==> config.mk <==
export PLATFORM = sky130hd
export DESIGN_NAME = fetch_decode
export DESIGN_NICKNAME = d
export VERILOG_FILES = /design/src/rtl/jsilicon_pkg.sv /design/src/rtl/insn_buffer.sv /design/src/rtl/fetch_decode.sv
export SDC_FILE = /design/constraint.sdc
export NUM_CORES = 1
export LEC_CHECK = 0
export ABC_AREA = 1
export BUFFER_PORTS_ARGS = -buffer_cell sky130_fd_sc_hd__buf_2
export CAP_MARGIN = 5
export CELL_PAD_IN_SITES_DETAIL_PLACEMENT = 1
export CELL_PAD_IN_SITES_GLOBAL_PLACEMENT = 2
export CORE_UTILIZATION = 35
export DETAILED_ROUTE_END_ITERATION = 16
export PLACE_DENSITY = 0.77
export SYNTH_ARGS = -nofsm -noshare
export SYNTH_HDL_FRONTEND = slang
export SYNTH_SLANG_ARGS = --single-unit
==> constraint.sdc <==
create_clock -name clock -period 5.5 [get_ports clock]
set_input_delay 0.825 -clock clock [delete_from_list [all_inputs] [get_ports clock]]
set_output_delay 0.825 -clock clock [all_outputs]
set_load 0.01 [all_outputs]
==> src/rtl/jsilicon_pkg.sv <==
// Shared definitions for the fetch/decode sequencer and the register-file stage.
package jsilicon_pkg;

    localparam int unsigned OPCODE_W  = 3;
    localparam int unsigned OPERAND_W = 5;
    localparam int unsigned INSN_W    = OPCODE_W + OPERAND_W;

    localparam logic [INSN_W-1:0] HALT_INSN = 8'hFF;

    typedef enum logic [2:0] {
        ST_IDLE,
        ST_FETCH,
        ST_DECODE,
        ST_ISSUE,
        ST_HALT
    } fd_state_t;

    // Opcode encodings understood by the register-file stage.
    localparam logic [OPCODE_W-1:0] OP_NOP  = 3'd0;
    localparam logic [OPCODE_W-1:0] OP_LDI  = 3'd1;
    localparam logic [OPCODE_W-1:0] OP_ADD  = 3'd2;
    localparam logic [OPCODE_W-1:0] OP_SUB  = 3'd3;
    localparam logic [OPCODE_W-1:0] OP_AND  = 3'd4;
    localparam logic [OPCODE_W-1:0] OP_OR   = 3'd5;
    localparam logic [OPCODE_W-1:0] OP_XOR  = 3'd6;
    localparam logic [OPCODE_W-1:0] OP_SYS  = 3'd7;

    function automatic logic is_halt(input logic [INSN_W-1:0] insn);
        return insn == HALT_INSN;
    endfunction

endpackage

==> src/rtl/insn_buffer.sv <==
// DEPTH x 8 instruction store: one synchronous write port, one combinational
// read port; reset fills every entry with HALT_INSN.
module insn_buffer
    import jsilicon_pkg::*;
#(
    parameter int unsigned DEPTH = 16,
    parameter int unsigned AW    = 4
) (
    input  logic              clock,
    input  logic              reset,
    input  logic              we_i,
    input  logic [AW-1:0]     waddr_i,
    input  logic [INSN_W-1:0] wdata_i,
    input  logic [AW-1:0]     raddr_i,
    output logic [INSN_W-1:0] rdata_o
);

    logic [INSN_W-1:0] mem_q [DEPTH];

    always_ff @(posedge clock or posedge reset) begin
        if (reset) begin
            mem_q <= '{default: HALT_INSN};
        end else if (we_i) begin
            mem_q[waddr_i] <= wdata_i;
        end
    end

    assign rdata_o = mem_q[raddr_i];

endmodule

==> src/rtl/fetch_decode.sv <==
// In-order instruction sequencer feeding the register file: FETCH/DECODE/ISSUE
// FSM with a registered one-cycle ena per instruction and hold back-pressure.
// Define FETCH_DECODE_LOOP_EN to wrap pc from DEPTH-1 to 0 instead of halting.
module fetch_decode
    import jsilicon_pkg::*;
#(
    parameter int unsigned DEPTH = 16,
    parameter int unsigned AW    = 4
) (
    input  logic                 clock,
    input  logic                 reset,
    input  logic                 prog_we,
    input  logic [AW-1:0]        prog_addr,
    input  logic [INSN_W-1:0]    prog_data,
    input  logic                 start,
    input  logic                 hold,
    output logic [OPCODE_W-1:0]  opcode,
    output logic [OPERAND_W-1:0] operand,
    output logic                 ena,
    output logic [AW-1:0]        pc,
    output logic                 busy,
    output logic                 halted
);

    fd_state_t              state_q, state_d;
    logic [AW-1:0]          pc_q, pc_d;
    logic [INSN_W-1:0]      ir_q, ir_d;
    logic [OPCODE_W-1:0]    opcode_q, opcode_d;
    logic [OPERAND_W-1:0]   operand_q, operand_d;
    logic                   ena_q, ena_d;
    logic [INSN_W-1:0]      buf_rdata;
    logic                   busy_w;

    assign busy_w = (state_q == ST_FETCH) || (state_q == ST_DECODE) || (state_q == ST_ISSUE);

    insn_buffer #(
        .DEPTH (DEPTH),
        .AW    (AW)
    ) u_buf (
        .clock   (clock),
        .reset   (reset),
        .we_i    (prog_we && !busy_w),
        .waddr_i (prog_addr),
        .wdata_i (prog_data),
        .raddr_i (pc_q),
        .rdata_o (buf_rdata)
    );

    always_ff @(posedge clock or posedge reset) begin
        if (reset) begin
            state_q   <= ST_IDLE;
            pc_q      <= '0;
            ir_q      <= '0;
            opcode_q  <= '0;
            operand_q <= '0;
            ena_q     <= 1'b0;
        end else begin
            state_q   <= state_d;
            pc_q      <= pc_d;
            ir_q      <= ir_d;
            opcode_q  <= opcode_d;
            operand_q <= operand_d;
            ena_q     <= ena_d;
        end
    end

    always_comb begin
        state_d   = state_q;
        pc_d      = pc_q;
        ir_d      = ir_q;
        opcode_d  = opcode_q;
        operand_d = operand_q;
        ena_d     = 1'b0;
        unique case (state_q)
            ST_IDLE, ST_HALT: begin
                if (start) begin
                    pc_d    = '0;
                    state_d = ST_FETCH;
                end
            end
            ST_FETCH: begin
                ir_d    = buf_rdata;
                state_d = ST_DECODE;
            end
            ST_DECODE: begin
                if (is_halt(ir_q)) begin
                    state_d = ST_HALT;
                end else begin
                    opcode_d  = ir_q[OPERAND_W +: OPCODE_W];
                    operand_d = ir_q[OPERAND_W-1:0];
                    state_d   = ST_ISSUE;
                    ena_d     = !hold;
                end
            end
            ST_ISSUE: begin
                // ena_q already carries last cycle's hold sample; it alone decides
                // whether this ISSUE cycle is the issuing one.
                if (ena_q) begin
                    if (pc_q == AW'(DEPTH - 1)) begin
`ifdef FETCH_DECODE_LOOP_EN
                        pc_d    = '0;
                        state_d = ST_FETCH;
`else
                        state_d = ST_HALT;
`endif
                    end else begin
                        pc_d    = pc_q + AW'(1);
                        state_d = ST_FETCH;
                    end
                end else begin
                    ena_d = !hold;
                end
            end
            default: state_d = ST_IDLE;
        endcase
    end

    assign opcode  = opcode_q;
    assign operand = operand_q;
    assign ena     = ena_q;
    assign pc      = pc_q;
    assign busy    = busy_w;
    assign halted  = (state_q == ST_HALT);

endmodule
; After elaboration in Yosys (flattened, before gate mapping)
; Index checks and enable logic that the tools add are counted.
[op_classes]
addsub = 1
mul = 0
div = 0
n_lt_le_gt_ge = 3
eq_ne = 9
shifts = 0
mux = 18
n_bitwise = 3
n_reduce_logical = 12
[op_table]
columns = cell, n
row1 = $bwmux 128, 1
row2 = $bmux 8 s4, 1
row3 = $demux 8 s4, 1
row4 = $mux 8, 3
row5 = $mux 3, 4
row6 = $mux 4, 3
row7 = $pmux 3 s4, 1
row8 = $ge 5x5->1 const B, 2
row9 = $not 4->5, 2
row10 = $eq 8x8->1 const B, 1
row11 = $pmux 4 s2, 1
row12 = $eq 3x2->1 const B, 2
row13 = $ne 2x2->1 const B, 3
row14 = $lt 5x1->1 const B, 1
row15 = $add 4x1->4 const B, 1
row16 = $eq 4x4->1 const B, 1
row17 = $reduce_and 2->1, 2
row18 = $reduce_and 4->1, 1
row19 = $eq 3x1->1 const B, 1
row20 = $eq 3x3->1 const B, 1
row21 = $logic_not 3->1, 1
row22 = $logic_and 1x1->1, 2
row23 = $logic_not 1->1, 2
row24 = $logic_or 1x1->1, 2
row25 = 5 further kinds, 6
[totals]
regBits = 152
latchBits = 0
mem_bits_rw = 0
rom_bits = 0
n_memories = 0

; Logic depth before layout (Yosys ltp)
; Gate-level depths: netlist of run 1.
[depth]
ltp_word = 6
mapped_depth = 9

; Cells and area by module
; From an unflattened synthesis of run 1, not the netlist that was laid out.
[hier_totals]
cells_unflattened = 984
area_unflattened_um2 = 7514.7
[by_module_without_submodules]
columns = mod, n_inst, cells_per_inst, area_each_um2
row1 = insn_buffer, 1, 836, 6358.6
row2 = fetch_decode, 1, 148, 1156.1

; Worst setup path before layout of run 1
; OpenSTA, ideal clock, no wires.
[synth_path]
kind = input-to-reg
from = in prog_we
to = reg u_buf.mem_q[114] in the netlist's numbering
setup_ns = 0.088
t_arrival_ns = 1.546
required_ns = 5.412
setup_slack_ns = 3.865
stages = 7
n_path_buf = 2
path_cell_list = inv_1 -> nor2_8 -> buf_12 -> nand2_4 -> buf_6 -> nand2_1 -> o21ai_2
[synth_via]
elab_chain_cells = 1
[synth_rtl]
columns = item, line
row1 = start: declaration, fetch_decode.sv:12  ; input logic prog_we,
row2 = $logic_and 1x1->1, fetch_decode.sv:42  ; .we_i (prog_we && !busy_w),
row3 = end signal: indexed assignment, insn_buffer.sv:24  ; mem_q[waddr_i] <= wdata_i;
row4 = end: declaration, insn_buffer.sv:18  ; logic [INSN_W-1:0] mem_q [DEPTH];
; No other way between the ends.
; A chain may end at the register's enable or synchronous reset.

; Final worst setup path of run 1
[layout_path]
from = reg pc_q[0], in the netlist pc[0]
to = out pc[0]
[layout_rtl]
columns = item, line
row1 = start: declaration, fetch_decode.sv:26  ; logic [AW-1:0] pc_q, pc_d;
row2 = start signal: assignment, fetch_decode.sv:59  ; pc_q <= pc_d;
row3 = end: declaration, fetch_decode.sv:20  ; output logic [AW-1:0] pc,
; No word-level cell between the ends.

==> results of run 1 <==
## cell usage in the layout (no fill, tap or decap), drive strengths merged
cell type,count
nand2,339
o21ai,140
dfstp,128
inv,120
nand3,95
buf,37
nor2,33
dfrtp,24
clkbuf,20
a21oi,18
clkinv,9
bufinv,5
nor3,3
xor2,1
xnor2,1
ha,1
clkinvlp,1
## metrics by stage
step	worst slack (ns)	instance area (um2)	std cells	hold WS, ns
floorplan	0.794	7640	954	0.450
global placement	3.22	7890	1218	0.461
detailed placement	3.20	7890	1218	0.465
CTS	2.91	8550	1250	0.475
global route	2.83	8550	1250	0.488
finish	2.95	8550	1250	0.473
## final cells by class
type	count	share of cell area
flip-flops and latches	152	0.464
multi-input cells	631	0.341
clock buffers	20	0.0547
inverters	123	0.0546
well taps	275	0.0402
repair buffers	37	0.0234
clock inverters	12	0.0228
## routing by layer
layer,vias up,track usage,wire length (um),part of all wire
met5,-,0,0,0
met4,0,0.0480,186,0.0085
met3,17,0.0369,572,0.026
met2,58,0.341,10200,0.47
met1,2993,0.297,10900,0.50
li1,2989,-,-,-
## power by group through the flow
stage	combinational (W)	sequential, W	clock, W
CTS	0.00142	0.00204	0.00136
detailed placement	0.00141	0.00205	0
finish	0.00140	0.00204	0.00133
global placement	0.00138	0.00204	0
floorplan	0.00106	0.00201	0
global route	0.00163	0.00210	0.00140
## sequential cells by signal (all words and copies together) (netlist names)
signal / flops
operand: 5
opcode: 3
pc: 4
u_buf.mem_q: 128
ena: 1
ir_q: 8
state_q: 3
## logic make-up (layout without fill, tap and decap cells)
kind of cell / Yosys count / in the layout / synth area share
fa+ha+maj: 1 / 1 / 0.00164
simple gates: 470 / 470 / 0.263
flops: 152 / 152 / 0.519
buf+inv: 171 / 192 / 0.0998
compound gates: 158 / 158 / 0.114
xor+xnor: 2 / 2 / 0.00229
## worst max-delay path, stage by stage, from the launching register on
cell,delay [ns]
dfrtp_2,0.36
buf_4,0.67
buf_2,0.26
## Yosys cell counts, drive strengths merged, types with 3 or more instances
cell type / instances / area (um2)
dfrtp: 24 / 601
dfstp: 128 / 3360
a21oi: 18 / 90.1
nor3: 3 / 20.0
nand3: 95 / 475
clkinv: 3 / 11.3
nand2: 339 / 1350
nor2: 33 / 163
inv: 120 / 450
clkbuf: 13 / 48.8
buf: 35 / 251
o21ai: 140 / 783
## path summary, 6_finish.rpt
kind	endpoint	startpoint
min reg2reg	u_buf.mem_q[84]	u_buf.mem_q[84]
max	pc[0]	pc[0]
max in group asynchronous	pc[0]	reset
max reg2reg	ir_q[0]	pc[1]
min in group asynchronous	ir_q[6]	reset
min	u_buf.mem_q[84]	u_buf.mem_q[84]
==> results.py, run 1 <==
metrics = {
    "outcome": {
        "status": "complete, no violations",
    },
    "setup_path": {
        "rrSetupSlack_ns": 3.18,
        "required_ns": 4.68,
        "cp-end-kind": "primary output",
        "worstPathArrival_ns": 1.73,
        "cp_max_fo": 68,
        "worstSetupPathType": "flip-flop to primary output",
        "reg2reg_depth": 7,
        "start_kind": "flip-flop",
    },
    "global_routing": {
        "grt_first_pass_wirelength_um": 35600,
        "antenna_found_initial": 0,
        "grt-ovfl-total": 0,
        "grtUsageTotal": 0.212,
        "grt_max_degree": 69,
        "first_global_vias": 6201,
    },
    "pwr": {
        "p_int_w": 0.00314,
        "clockPowerShare": 0.278,
        "leakage_nw": 3.83,
        "seq_power_share": 0.428,
        "peakVddDrop_mv": 0.202,
        "powerDensity_nw_per_um2": 557,
        "switching_share": 0.341,
        "power.switching_w": 0.00163,
        "finalPower_w": 0.00476,
        "combPwrFrac": 0.293,
    },
    "sta": {
        "worst_slew_pin_slew_ns": 0.869,
        "rsz0062_at_grt": "no",
        "slew_headroom": 0.420,
        "slew_violations": 0,
        "fin_skew_ns": 0.00648,
        "fmax_mhz": 392,
        "period_share": 0.464,
        "final_hold_viol_count": 0,
        "finalSetupViolCount": 0,
        "min_period_ns": 2.55,
        "setup_tns_ns": 0,
    },
    "synth": {
        "yosys_warnings": 0,
        "synth_cell_type_count": 26,
        "syn-cell-area_um2": 7640,
        "syn_inst": 954,
        "synth-edff-count": 0,
        "async_flop_share": 1.00,
        "syn_nets": 972,
        "synth.avg_cell_area_um2": 8.01,
        "synth_seq_area_share": 0.519,
        "ys_seq_elements": 152,
        "ys.flop_type": "dfstp_2",
    },
    "placement": {
        "port_buffers": 31,
        "place_congestion": 0.755,
        "post-dp-hpwl_um": 14200,
    },
    "detailed_routing": {
        "routedWlPerCell_um": 17.5,
        "vias": 6057,
        "drt_iter0_drc": 384,
        "drc": 0,
        "viasPerCell": 4.85,
        "wirelength_um": 21900,
        "drt-pass1-iter-count": 4,
        "ant_nets": 0,
    },
    "clock_tree": {
        "cts_hold_buf": 0,
        "cts_tree": "done",
        "clock_latency_ns": 0.42,
        "cts_buffers": 17,
        "cts_setup_buffers": 0,
        "htree_levels": 4,
        "cts_sinks": 152,
        "clk_path_buf_depth": 2,
        "cts-root-buf": "clkbuf_16",
        "cts_resized": 0,
        "clkTransAtPathRegs_ns": 0.06,
    },
    "die": {
        "io_pins": 32,
        "core-area_um2": 21200,
        "rows": 53,
        "die_h_um": 150,
        "die_x_um": 150,
        "die_area_um2": 22400,
        "initial_utilization": 0.360,
    },
    "worst_hold_path": {
        "holdPathStages": 2,
        "hp-class": "flip-flop to flip-flop",
    },
    "finish": {
        "nFillCells": 2646,
        "n_antenna_cell": 0,
        "area_growth_syn_to_layout_pct": 12.0,
        "drive_gt1_frac": 0.244,
        "fin_util": 0.403,
        "multi_input_area_um2": 2910,
        "nets": 980,
        "register_area_um2": 3970,
    },
    "flow_run": {
        "cap_violations": 0,
    },
}
Note: power is estimated with default switching activity, not from simulation.
==> run 2: changes to the inputs <==
CORE_UTILIZATION = 34   (was 35)
PLACE_DENSITY = 0.78   (was 0.77)
clock period = 2.1 ns   (was 5.5 ns; I/O delays follow)
==> results.py, run 2 (synthesis results as in run 1) <==
metrics = {
    "setup_path": {
        "worstPathArrival_ns": 2.10,
        "cp-startpoint": "state_q[1]",
        "required_ns": 2.44,
        "reg2reg_depth": 5,
        "path_buf_inv": 0,
        "start_kind": "flip-flop",
        "critical_path.top_delay_family": "simple AND/OR/NAND/NOR gates",
        "cp_max_fo": 16,
        "worstSetupEndpoint": "u_buf.mem_q[24]",
        "slowest_stage": "dfrtp_1",
        "cp-end-kind": "flip-flop",
        "worstSetupPathType": "flip-flop to flip-flop",
        "worstReg2RegStart": "state_q[1]",
        "cpMostUsedCell": "nor2_4",
        "cpPeakStageDelay_ns": 0.44,
        "critical_path.cell_chain": "nor2_4, nor2_4, nor2_8, nand2_1, o21ai_0",
        "rr_endpoint": "u_buf.mem_q[24]",
        "rrSetupSlack_ns": 0.34,
        "cp_num_cells": 5,
    },
    "finish": {
        "finalNonFillerCells": 1272,
        "area_growth_syn_to_layout_pct": 14.0,
        "drive_gt1_frac": 0.257,
        "multi_input_area_um2": 2910,
        "layout_common_cells": "nand2_1, dfstp_2, inv_1",
        "nFillCells": 2694,
        "nets": 997,
        "top_register": "u_buf.mem_q",
        "final_common_cell": "nand2_1",
        "register_area_um2": 3970,
        "n_antenna_cell": 0,
        "largest_reg_flops": 128,
    },
    "outcome": {
        "status": "complete, no violations",
    },
    "detailed_routing": {
        "ant_nets": 0,
        "vias": 6148,
        "drt-pass1-iter-count": 4,
        "drc": 0,
        "routedWlPerCell_um": 18.1,
        "drt_iter0_drc": 350,
        "viasPerCell": 4.83,
        "wirelength_um": 23000,
    },
    "clock_tree": {
        "cts_sinks": 152,
        "cts_resized": 0,
        "cts-root-buf": "clkbuf_16",
        "htree_levels": 4,
        "cts_tree": "done",
        "clkTransAtPathRegs_ns": 0.07,
        "clock_latency_ns": 0.43,
        "cts_hold_buf": 0,
        "cts_buffers": 17,
        "clk_path_buf_depth": 2,
        "cts_setup_buffers": 0,
    },
    "sta": {
        "fin_skew_ns": 0.0105,
        "fmax_mhz": 568,
        "slew_headroom": 0.623,
        "final_hold_viol_count": 0,
        "finalSetupViolCount": 0,
        "rsz0062_at_grt": "no",
        "slew_violations": 0,
        "min_period_ns": 1.76,
        "period_share": 0.838,
        "worst_slew_pin_slew_ns": 0.565,
    },
    "die": {
        "initial_utilization": 0.349,
        "rows": 54,
        "die_h_um": 152,
        "core-area_um2": 21900,
        "die_x_um": 152,
        "io_pins": 32,
        "die_area_um2": 23100,
    },
    "placement": {
        "port_buffers": 31,
        "place_inst": 1240,
        "place_congestion": 0.816,
        "post-dp-hpwl_um": 15400,
    },
    "global_routing": {
        "antenna_found_initial": 0,
        "grt-ovfl-total": 0,
        "grt_max_degree": 97,
        "grtUsageTotal": 0.211,
        "first_global_vias": 6282,
        "grt_first_pass_wirelength_um": 37200,
    },
    "flow_run": {
        "cap_violations": 0,
    },
    "pwr": {
        "peakVddDrop_mv": 0.540,
        "leakage_nw": 3.89,
        "powerDensity_nw_per_um2": 1430,
        "finalPower_w": 0.0124,
    },
    "worst_hold_path": {
        "hp-class": "input port to asynchronous set/reset pin",
    },
}
==> run 2: changes by cell type in the layout (fill, tap and decap cells not counted) <==
| cell | previous run | this run |
|---|---|---|
| clkbuf_8 | 1 | 2 |
| buf_12 | 0 | 7 |
| clkinv_4 | 2 | 1 |
| bufinv_16 | 5 | 2 |
| clkinvlp_4 | 1 | 6 |
| inv_6 | 1 | 4 |
| buf_4 | 6 | 16 |
| clkbuf_16 | 18 | 17 |
| clkinv_2 | 4 | 0 |
==> run 2: worst min path at each step <==
stage,cells past startpoint,slack (ns),endpoint
after floorplan,1,0.38,ena
after global placement,2,0.46,u_buf.mem_q[94]
after detailed placement,2,0.46,u_buf.mem_q[88]
after CTS,2,0.01,ena
after global routing,2,0.02,ena
final,3,0.03,state_q[2]
==> run 2: area by class of cell <==
class                      count  share of cell area
tap                          280              0.0402
inverter                     123              0.0535
sequential                   152               0.455
multi-input combinational    631               0.334
clock buffer                  20              0.0525
timing repair buffer          54              0.0477
clock inverter                12              0.0162
==> run 2: routing by layer <==
metal  wire length, um  track usage
met3               471       0.0342
met1             11500        0.299
met2             10800        0.338
met4               227       0.0490
met5                 0            0
==> run 2: report_power, final <==
group | internal, W | switching (W) | total [W]
logic | 0.00141 | 0.00250 | 0.00391
registers | 0.00473 | 0.000618 | 0.00535
clock network | 0.00183 | 0.00135 | 0.00318
total | 0.00797 | 0.00447 | 0.0124
==> run 2: worst register-to-register path, stage by stage, from the launching register on <==
cell	delay, ns
dfrtp_1	0.44
nor2_4	0.18
nor2_4	0.06
nor2_8	0.26
nand2_1	0.39
o21ai_0	0.32
==> run 2: per-stage QoR <==
| step | cell area, um2 | setup WS, ns | setup TNS (ns) | hold slack (ns) | utilization |
|---|---|---|---|---|---|
| 2_1_floorplan | 7640 | -0.0274 | -0.659 | 0.378 | - |
| 3_3_place_gp | 8110 | 0.391 | 0 | 0.460 | 0.370 |
| 3_5_place_dp | 8110 | 0.359 | 0 | 0.465 | 0.370 |
| 4_1_cts | 8710 | 0.325 | 0 | 0.0103 | 0.398 |
| 5_1_grt | 8710 | 0.149 | 0 | 0.0205 | 0.398 |
| 6_report | 8710 | 0.341 | 0 | 0.0261 | 0.398 |
==> run 3: changes to the inputs <==
ABC_AREA = 0   (was 1)
CORE_UTILIZATION = 35   (was 34)
PLACE_DENSITY = 0.66   (was 0.78)
clock period = 1.7 ns   (was 2.1 ns; I/O delays follow)
==> results.py, run 3 <==
metrics = {
    "outcome": {
        "status": "complete, but fails checks",
        "violations": "hold timing, setup timing",
    },
    "die": {
        "die_h_um": 146,
        "core-area_um2": 20400,
        "initial_utilization": 0.359,
        "rows": 52,
        "io_pins": 32,
        "die_x_um": 146,
        "die_area_um2": 21500,
    },
    "synth": {
        "synth.avg_cell_area_um2": 15.0,
        "ys_top_cells_by_count": "dfstp_2, mux2_2, nand2_1",
        "ys_seq_elements": 152,
        "syn_nets": 504,
        "synth_seq_area_share": 0.542,
        "synth.top_cell.area_share": 0.460,
        "synth_area_leaders": "dfstp_2, mux2_2, dfrtp_1",
        "yosys_warnings": 0,
        "syn-cell-area_um2": 7310,
        "ys.flop_type": "dfstp_2",
        "yosysMostFrequentCell": "dfstp_2",
        "yosysTopAreaCell": "dfstp_2",
        "synth_cell_type_count": 45,
        "async_flop_share": 1.00,
        "syn_inst": 486,
        "synth-edff-count": 0,
    },
    "setup_path": {
        "cp-end-kind": "flip-flop",
        "worstSetupPathType": "flip-flop to flip-flop",
        "start_kind": "flip-flop",
        "cp_max_fo": 6,
        "required_ns": 2.00,
        "worstPathArrival_ns": 2.12,
    },
    "sta": {
        "whs_ns": -0.00389,
        "slew_violations": 0,
        "finalSetupViolCount": 36,
        "fin_skew_ns": 0.0165,
        "final_hold_viol_count": 2,
        "min_period_ns": 1.82,
        "worst_slew_pin_slew_ns": 0.596,
        "rsz0062_at_grt": "yes",
        "slew_headroom": 0.603,
        "period_share": 1.07,
        "timing.final.ws_setup_ns": -0.115,
        "fmax_mhz": 551,
    },
    "finish": {
        "drive_gt1_frac": 0.747,
        "finalNonFillerCells": 859,
        "top_register": "u_buf.mem_q",
        "layout_common_cells": "dfstp_2, mux2_2, mux2_4",
        "fin_util": 0.457,
        "nets": 594,
        "area_growth_syn_to_layout_pct": 27.2,
        "final_common_cell": "dfstp_2",
        "largest_reg_flops": 128,
        "final_cell_area_um2": 9300,
        "n_antenna_cell": 0,
    },
    "flow_run": {
        "cap_violations": 0,
    },
    "detailed_routing": {
        "drt_iter0_drc": 151,
        "routedWlPerCell_um": 21.7,
        "drc": 0,
        "viasPerCell": 5.18,
        "drt-pass1-iter-count": 4,
        "vias": 4452,
        "ant_nets": 0,
        "wirelength_um": 18600,
    },
    "clock_tree": {
        "clk_path_buf_depth": 2,
        "cts_buffers": 17,
        "cts-root-buf": "clkbuf_16",
        "cts_tree": "done",
        "cts_sinks": 152,
        "clock_latency_ns": 0.43,
        "htree_levels": 4,
        "clkTransAtPathRegs_ns": 0.06,
    },
    "global_routing": {
        "grtUsageTotal": 0.187,
        "antenna_found_initial": 0,
        "grt_max_degree": 105,
        "grt_first_pass_wirelength_um": 30100,
        "first_global_vias": 5008,
        "grt-ovfl-total": 0,
    },
    "pwr": {
        "powerDensity_nw_per_um2": 1720,
        "leakage_nw": 3.76,
        "peakVddDrop_mv": 0.687,
    },
    "placement": {
        "post-dp-hpwl_um": 12600,
        "pre_cts_slack_ns": -0.314,
        "place_congestion": 0.748,
        "port_buffers": 31,
        "place_inst": 812,
        "place_area_um2": 8200,
    },
    "worst_hold_path": {
        "hp-class": "input port to asynchronous set/reset pin",
    },
}
==> run 3: cell types whose count changed after synthesis, moves of 52 or more <==
cell     before  now
inv_1       119    5
mux2_2        0  119
nand2_1     328   29
nand3_1      95    5
o21ai_0      59    7
o21ai_1      59    0
==> run 3: kinds of logic (layout without fill, tap and decap cells) <==
logic type / after synthesis / after routing / synth area share
compound gates: 36 / 36 / 0.0402
mux: 176 / 176 / 0.309
simple gates: 89 / 89 / 0.0803
buf+inv: 32 / 135 / 0.0262
fa+ha+maj: 1 / 1 / 0.00171
flops: 152 / 152 / 0.542
==> run 3: metrics by stage <==
| step | total power (W) | TNS, ns |
|---|---|---|
| global route | 0.0169 | -5.33 |
| CTS | 0.0158 | -1.01 |
| finish | 0.0160 | -1.73 |
| floorplan | 0.00958 | -9.24 |
| global placement | 0.0110 | -1.84 |
| detailed placement | 0.0112 | -2.24 |
==> run 3: what timing repair did <==
action	CTS	global route
buffers inserted	7	6
hold endpoints to repair	1	0
pin swaps	11	8
endpoints found under the setup margin	41	84
cloned	1	0
hold buffers	1	0
resized for setup	39	57
==> run 3: metal layers <==
| metal | wire length, um | track usage | vias to the layer above |
|---|---|---|---|
| li1 | - | - | 1979 |
| met4 | 221 | 0.0531 | 0 |
| met3 | 448 | 0.0347 | 13 |
| met1 | 8100 | 0.234 | 2400 |
| met2 | 9840 | 0.328 | 60 |
| met5 | 0 | 0 | - |
==> run 3: area by class of cell <==
type	instances	area [um2]
multi-input combinational	302	3370
inverter	5	22.5
clock inverter	12	201
timing repair buffer	98	961
tap	270	338
sequential	152	3970
clock buffer	20	437
fill	2004	11100
==> run 3: worst paths after layout <==
| check | start | end | slack [ns] | cells after the start |
|---|---|---|---|---|
| max | pc[0] | ir_q[4] | -0.12 | 6 |
| max in group asynchronous | reset | u_buf.mem_q[54] | 1.24 | 3 |
| min in group clock | start | state_q[2] | 0.08 | 2 |
| max reg2reg | pc[0] | ir_q[4] | -0.12 | 6 |
| min | reset | pc[2] | -0.004 | 3 |
| min reg2reg | operand[4] | operand[4] | 0.47 | 2 |
==> run 3: worst max-delay path, cell delays in order (launching register included) <==
cell,delay [ns]
dfrtp_4,0.55
buf_8,0.17
buf_6,0.13
mux4_2,0.33
mux2i_1,0.15
nor2_1,0.08
o32a_1,0.30
==> run 3: report_power, final <==
group	switching, W	leakage (nW)	internal, W	total (W)
Combinational	0.00224	1.83	0.00308	0.00532
Clock	0.00150	0.305	0.00261	0.00411
Sequential	0.000863	1.63	0.00575	0.00661
Total	0.00460	3.76	0.0114	0.0160
